==> config.mk <==
export PLATFORM = sky130hd
export DESIGN_NAME = prog_lut_neuron_flat
export DESIGN_NICKNAME = d
export VERILOG_FILES = /design/src/rtl/prog_lut_neuron_if.sv /design/src/rtl/prog_lut_neuron.sv /design/src/flat_wrapper.sv
export SDC_FILE = /design/constraint.sdc
export NUM_CORES = 1
export LEC_CHECK = 0
export BUFFER_PORTS_ARGS = -buffer_cell sky130_fd_sc_hd__buf_2
export CORE_UTILIZATION = 50
export DETAILED_ROUTE_END_ITERATION = 10
export HOLD_SLACK_MARGIN = 0.06
export PLACE_DENSITY = 0.71
export SLEW_MARGIN = 20
export SYNTH_ARGS = -nofsm -noshare
export SYNTH_HDL_FRONTEND = slang
export SYNTH_SLANG_ARGS = --single-unit
==> constraint.sdc <==
create_clock -name clk -period 5 [get_ports clk]
set_input_delay 1.25 -clock clk [delete_from_list [all_inputs] [get_ports clk]]
set_output_delay 1.25 -clock clk [all_outputs]
set_load 0.05 [all_outputs]
==> src/rtl/prog_lut_neuron_if.sv <==
// prog_lut_neuron_if: bundles the configuration stream and lookup ports of a
// runtime-programmable LUT neuron.
//   master : host/datapath side (drives cfg_valid/cfg_data/cfg_last, M0/M0_valid)
//   slave  : neuron side (drives cfg_ready/cfg_done/cfg_err/armed, M1/M1_valid/M1_drop)
interface prog_lut_neuron_if #(
    parameter int unsigned IN_BITS  = 8,
    parameter int unsigned OUT_BITS = 1,
    parameter int unsigned CFG_W    = 8
);
    // Configuration stream
    logic                cfg_valid;
    logic                cfg_ready;
    logic [CFG_W-1:0]    cfg_data;
    logic                cfg_last;
    logic                cfg_done;
    logic                cfg_err;
    logic                armed;
    // Lookup path
    logic [IN_BITS-1:0]  M0;
    logic                M0_valid;
    logic [OUT_BITS-1:0] M1;
    logic                M1_valid;
    logic                M1_drop;

    modport master (
        output cfg_valid, cfg_data, cfg_last, M0, M0_valid,
        input  cfg_ready, cfg_done, cfg_err, armed, M1, M1_valid, M1_drop
    );

    modport slave (
        input  cfg_valid, cfg_data, cfg_last, M0, M0_valid,
        output cfg_ready, cfg_done, cfg_err, armed, M1, M1_valid, M1_drop
    );
endinterface

==> src/rtl/prog_lut_neuron.sv <==
// prog_lut_neuron: LUT neuron whose truth table is loaded at runtime over a
// streaming configuration port, then serves registered 1-cycle lookups.
// Ports:
//   clk   : sole clock, rising edge
//   rst_n : asynchronous active-low reset; clears the table and all outputs
//   bus   : prog_lut_neuron_if.slave (config stream + M0/M1 lookup port)
// Table layout: flat vector, entry e at [e*OUT_BITS +: OUT_BITS], config word k
// at [k*CFG_W +: CFG_W].
module prog_lut_neuron #(
    parameter int unsigned IN_BITS  = 8,
    parameter int unsigned OUT_BITS = 1,
    parameter int unsigned CFG_W    = 8
) (
    input logic              clk,
    input logic              rst_n,
    prog_lut_neuron_if.slave bus
);

    localparam int unsigned TBITS  = (1 << IN_BITS) * OUT_BITS;
    localparam int unsigned NWORDS = TBITS / CFG_W;
    localparam int unsigned WCNT_W = (NWORDS > 1) ? $clog2(NWORDS) : 1;
    // A one-word table is complete on its very first beat.
    localparam logic SINGLE = (NWORDS == 1);

    typedef enum logic [1:0] {StEmpty, StLoading, StArmed, StErr} state_e;

    state_e              state_q;
    logic [WCNT_W-1:0]   wcnt_q;
    logic [TBITS-1:0]    table_q;
    logic                cfg_ready_q;
    logic                armed_q;
    logic                cfg_done_q;
    logic                cfg_err_q;
    logic [OUT_BITS-1:0] m1_q;
    logic                m1_valid_q;
    logic                m1_drop_q;

    logic                beat;
    logic                at_final;
    logic [OUT_BITS-1:0] lookup;

    assign beat     = bus.cfg_valid && cfg_ready_q;
    assign at_final = (wcnt_q == WCNT_W'(NWORDS - 1));
    assign lookup   = table_q[32'(bus.M0) * OUT_BITS +: OUT_BITS];

    always_ff @(posedge clk or negedge rst_n) begin
        if (!rst_n) begin
            state_q     <= StEmpty;
            wcnt_q      <= '0;
            table_q     <= '0;
            cfg_ready_q <= 1'b1;
            armed_q     <= 1'b0;
            cfg_done_q  <= 1'b0;
            cfg_err_q   <= 1'b0;
            m1_q        <= '0;
            m1_valid_q  <= 1'b0;
            m1_drop_q   <= 1'b0;
        end else begin
            cfg_done_q <= 1'b0;
            cfg_err_q  <= 1'b0;

            // Lookup sees the table as it stood before any write this cycle,
            // so a lookup racing the first beat of a reload uses the old table.
            if (bus.M0_valid) begin
                if (state_q == StArmed) begin
                    m1_q       <= lookup;
                    m1_valid_q <= 1'b1;
                    m1_drop_q  <= 1'b0;
                end else begin
                    m1_valid_q <= 1'b0;
                    m1_drop_q  <= 1'b1;
                end
            end else begin
                m1_valid_q <= 1'b0;
                m1_drop_q  <= 1'b0;
            end

            case (state_q)
                StEmpty, StArmed: begin
                    if (beat) begin
                        table_q[0 +: CFG_W] <= bus.cfg_data;
                        armed_q             <= 1'b0;
                        wcnt_q              <= '0;
                        // cfg_last must coincide exactly with the final word.
                        if (bus.cfg_last != SINGLE) begin
                            state_q     <= StErr;
                            cfg_ready_q <= 1'b0;
                            cfg_err_q   <= 1'b1;
                        end else if (SINGLE) begin
                            state_q    <= StArmed;
                            armed_q    <= 1'b1;
                            cfg_done_q <= 1'b1;
                        end else begin
                            state_q <= StLoading;
                            wcnt_q  <= WCNT_W'(1);
                        end
                    end
                end
                StLoading: begin
                    if (beat) begin
                        table_q[32'(wcnt_q) * CFG_W +: CFG_W] <= bus.cfg_data;
                        if (bus.cfg_last != at_final) begin
                            state_q     <= StErr;
                            cfg_ready_q <= 1'b0;
                            cfg_err_q   <= 1'b1;
                            wcnt_q      <= '0;
                        end else if (at_final) begin
                            state_q    <= StArmed;
                            armed_q    <= 1'b1;
                            cfg_done_q <= 1'b1;
                            wcnt_q     <= '0;
                        end else begin
                            wcnt_q <= wcnt_q + 1'b1;
                        end
                    end
                end
                StErr: begin
                    // Single-cycle error state; table kept but never served.
                    state_q     <= StEmpty;
                    cfg_ready_q <= 1'b1;
                    wcnt_q      <= '0;
                end
                default: begin
                    state_q     <= StEmpty;
                    cfg_ready_q <= 1'b1;
                    armed_q     <= 1'b0;
                    wcnt_q      <= '0;
                end
            endcase
        end
    end

    assign bus.cfg_ready = cfg_ready_q;
    assign bus.cfg_done  = cfg_done_q;
    assign bus.cfg_err   = cfg_err_q;
    assign bus.armed     = armed_q;
    assign bus.M1        = m1_q;
    assign bus.M1_valid  = m1_valid_q;
    assign bus.M1_drop   = m1_drop_q;

endmodule

==> src/flat_wrapper.sv <==
// flat-port wrapper written by rule: the top's interface ports become plain ports
module prog_lut_neuron_flat 
#(
    parameter int unsigned IN_BITS  = 8,
    parameter int unsigned OUT_BITS = 1,
    parameter int unsigned CFG_W    = 8
)
  (clk, rst_n, bus_cfg_valid, bus_cfg_data, bus_cfg_last, bus_M0, bus_M0_valid, bus_cfg_ready, bus_cfg_done, bus_cfg_err, bus_armed, bus_M1, bus_M1_valid, bus_M1_drop);
  prog_lut_neuron_if #(.IN_BITS(IN_BITS), .OUT_BITS(OUT_BITS), .CFG_W(CFG_W)) bus_i ();
  input logic clk;
  input logic rst_n;
  input wire logic [$bits(bus_i.cfg_valid)-1:0] bus_cfg_valid;
  input wire logic [$bits(bus_i.cfg_data)-1:0] bus_cfg_data;
  input wire logic [$bits(bus_i.cfg_last)-1:0] bus_cfg_last;
  input wire logic [$bits(bus_i.M0)-1:0] bus_M0;
  input wire logic [$bits(bus_i.M0_valid)-1:0] bus_M0_valid;
  output wire logic [$bits(bus_i.cfg_ready)-1:0] bus_cfg_ready;
  output wire logic [$bits(bus_i.cfg_done)-1:0] bus_cfg_done;
  output wire logic [$bits(bus_i.cfg_err)-1:0] bus_cfg_err;
  output wire logic [$bits(bus_i.armed)-1:0] bus_armed;
  output wire logic [$bits(bus_i.M1)-1:0] bus_M1;
  output wire logic [$bits(bus_i.M1_valid)-1:0] bus_M1_valid;
  output wire logic [$bits(bus_i.M1_drop)-1:0] bus_M1_drop;
  assign bus_i.cfg_valid = bus_cfg_valid;
  assign bus_i.cfg_data = bus_cfg_data;
  assign bus_i.cfg_last = bus_cfg_last;
  assign bus_i.M0 = bus_M0;
  assign bus_i.M0_valid = bus_M0_valid;
  assign bus_cfg_ready = bus_i.cfg_ready;
  assign bus_cfg_done = bus_i.cfg_done;
  assign bus_cfg_err = bus_i.cfg_err;
  assign bus_armed = bus_i.armed;
  assign bus_M1 = bus_i.M1;
  assign bus_M1_valid = bus_i.M1_valid;
  assign bus_M1_drop = bus_i.M1_drop;
  prog_lut_neuron #(.IN_BITS(IN_BITS), .OUT_BITS(OUT_BITS), .CFG_W(CFG_W)) u_core (.clk(clk), .rst_n(rst_n), .bus(bus_i));
endmodule
==> reports/metrics.yaml <==
worst_setup_path:
  cp-endpoint: "u_core.table_q[59]"
  crit_slowest_cell: "nand3_1"
  crit_path_start: "u_core.wcnt_q[0]"
  start_kind: "flop"
  path_max_fanout: 15
  end_kind: "flop"
  crit_top_cell: "ha_1"
  critPathKind: "reg2reg"
  critical_path_required_ns: 5.42
  reg2regPathDepth: 8
  crit_chain: "buf_4 -> inv_1 -> ha_1 -> nor3b_1 -> ha_1 -> nand3_1 -> nor3_4 -> mux2_2"
  arrival_ns: 4.08
  r2r_setup_slack_ns: 1.35
  r2r_end: "u_core.table_q[59]"
  max_stage_delay_ns: 0.71
  r2r-start: "u_core.wcnt_q[0]"
logic_synthesis:
  syn_area_per_cell_sq_um: 12.0
  synthesis.nets: 1159
  synth_warnings: 0
  synth_top_area_cell: "dfrtp_1"
  postSynthCellCount: 1133
  synth-edff-count: 0
  ys_types: 65
  synth_seq_area_share_pct: 49.7
  async_flop_share_pct: 100
  ys_seq_elements: 270
  netlist_area_sq_um: 13600
  synth_area_leaders: "dfrtp_1 49%, mux2_2 13%, mux4_2 8.9%, nand2_1 4.3%, o41ai_1 2.5%"
  synthFlopType: "dfrtp_1"
  yosysTopAreaCellShare_pct: 49.5
cts:
  cts_sinks: 270
  ctsHoldBuffers: 0
  clock-root-buffer: "clkbuf_16"
  cts_resized: 0
  htreeDepth: 1
  clkTransAtPathRegs_ns: 0.06
  cts.path.max_buffers: 3
  post-cts-setup-buffers: 0
  cts_buffers: 29
  clk_latency_ns: 0.54
  cts_tree: "built"
placement:
  dpl_worst_slack_ns: 1.00
  dp_hpwl_um: 23900
  place_congestion: 0.877
  placed_area_sq_um: 14000
  port_buffers: 27
  dp.cells: 1439
timing:
  hold_viol: 0
  tightest_slew_ns: 1.07
  fin_ws_ns: 1.35
  rsz0062_at_grt: "false"
  final_max_slew_viol_count: 0
  relSlewSlack_pct: 28.4
  finalCriticalPeriod_ns: 3.65
  setup_violations: 0
  finalSetupTns_ns: 0
  post-route-period-util_pct: 73.0
  skew_ns: 0.00946
  max_freq_ghz: 0.274
global_route:
  grt_pass1_wl_um: 57800
  grt_pass1_vias: 9689
  grt-ovfl-total: 0
  grt_usage_pct: 26.9
  antenna_found_initial: 0
  grt_max_degree: 117
pwr:
  power.density_nw_per_um2: 296
  comb_power_share_pct: 3.8
  p_clk_share_pct: 46.6
  p_leak_nw: 6.80
  vdd_drop_max_uv: 227
  p_sw_share_pct: 22.0
  power.net_switching_mw: 0.971
  power_frac_seq_pct: 49.6
  internal_power_mw: 3.43
min_path:
  holdCritPathClass: "reg2reg"
floorplan:
  core_sq_um: 26800
  die_area_sq_um: 27900
  start_util_pct: 50.8
  num_rows: 60
  die_w_um: 167
  die_h_um: 167
  pin_count: 28
detailed_routing:
  vias_per_cell: 6.47
  drt_iter0_drc: 1073
  num_vias: 9623
  wl_per_cell_um: 24.3
  dr.pass1.iters: 5
  ant_nets: 0
  wl_um: 36200
  drc: 0
finish:
  register_area_sq_um: 6760
  nFillCells: 2207
  n_antenna_cell: 0
  nets: 1155
  multi_input_area_sq_um: 6430
  final_layout_size_suffix_gt1_share_pct: 30.2
  area_growth_pct: 9.20
  layout_commonest_cell: "dfrtp_1"
  final_core_util_pct: 55.4
  layout_common_cells: "269 x dfrtp_1, 158 x mux2_2, 155 x nand2_1"
  instances_no_fill: 1487
  stdcell_area_sq_um: 14900
run_status:
  run_status: "completed"
job:
  drv_cap: 0
==> Yosys cell counts, types with 3 or more instances <==
master      n
o21ai_1    14
clkbuf_1   45
and2_1     10
buf_6       4
o22ai_1     6
or3_1      13
o31ai_2     6
a211oi_1    6
or2_2       8
o41ai_2     9
nor2b_1    11
or4_1       5
nand2_1   155
inv_1      16
nand3_1    20
buf_2      28
nor3_4     12
mux2_1      4
mux4_2     54
nand2b_1    6
nor2_1     76
o31ai_1    12
a21oi_1     7
mux2i_1    25
and3_1      3
ha_1        5
or4_4       3
nor3_1     13
dfrtp_1   269
mux2_2    158
buf_1       3
o21ai_0    31
a22oi_1    15
nand4_1     4
o41ai_1    39
a31oi_1     5
==> layout make-up <==
type / count / area share (%)
Clock buffer: 40 / 5.36
Sequential cell: 270 / 45.5
Tap cell: 341 / 2.87
Inverter: 16 / 0.404
Timing Repair Buffer: 46 / 1.97
Multi-Input combinational cell: 766 / 43.3
Clock inverter: 8 / 0.623
==> worst max-delay path: cells and delay by family, from the launching register on <==
family | cells | cell delay [ns]
and+or+nand+nor | 3 | 1.72
buffers and inverters | 2 | 0.41
DFF | 1 | 0.36
adders and majority gates | 2 | 0.63
muxes | 1 | 0.40
==> how the worst min path moves through the flow <==
stage                     endpoint           startpoint  depth (start not counted)
6_report       u_core.table_q[110]  u_core.table_q[110]                          2
5_1_grt         u_core.table_q[94]   u_core.table_q[94]                          2
4_1_cts        u_core.table_q[110]  u_core.table_q[110]                          2
3_5_place_dp   u_core.table_q[110]  u_core.table_q[110]                          2
3_3_place_gp   u_core.table_q[122]  u_core.table_q[122]                          2
2_1_floorplan  u_core.table_q[229]  u_core.table_q[229]                          2
==> power groups by stage <==
stage                     sequential (mW)  combinational (mW)  clock [mW]
final                                2.19               0.168        2.05
after global routing                 2.18               0.184        2.17
after CTS                            2.19               0.170        2.08
after detailed placement             2.23               0.170           0
after global placement               2.23               0.169           0
after floorplan                      2.23              0.0769           0
==> per-layer routing <==
metal / part of all wire [%] / wire [um] / track usage, %
met1: 42 / 15300 / 38.1
met2: 46 / 16800 / 42.0
met3: 7.2 / 2600 / 3.97
met4: 4.2 / 1500 / 10.7
met5: 0 / 0 / 0
==> cells by family after synthesis <==
family | Yosys count | synth area share [%]
buffers and inverters | 97 | 3.18
AOI/OAI and AO/OA | 167 | 9.50
DFF | 270 | 49.7
xor gates and xnor gates | 2 | 0.129
muxes | 241 | 24.2
adders and majority gates | 5 | 0.460
and+or+nand+nor | 351 | 12.9
==> sequential cells by signal (all words and copies together) (netlist names) <==
register	flops
u_core.state_q	2
u_core.bus.cfg_err	1
u_core.bus.cfg_done	1
u_core.bus.M1_valid	1
u_core.table_q	256
u_core.bus.cfg_ready	1
u_core.bus.M1_drop	1
u_core.bus.M1	1
u_core.wcnt_q	5
u_core.bus.armed	1
==> metrics by stage <==
| step | hold WS (ns) | total power [mW] |
|---|---|---|
| finish | 0.470 | 4.41 |
| detailed placement | 0.459 | 2.40 |
| CTS | 0.473 | 4.44 |
| global placement | 0.449 | 2.39 |
| global route | 0.491 | 4.54 |
| floorplan | 0.435 | 2.30 |
Power figures use the tool's default switching activity.
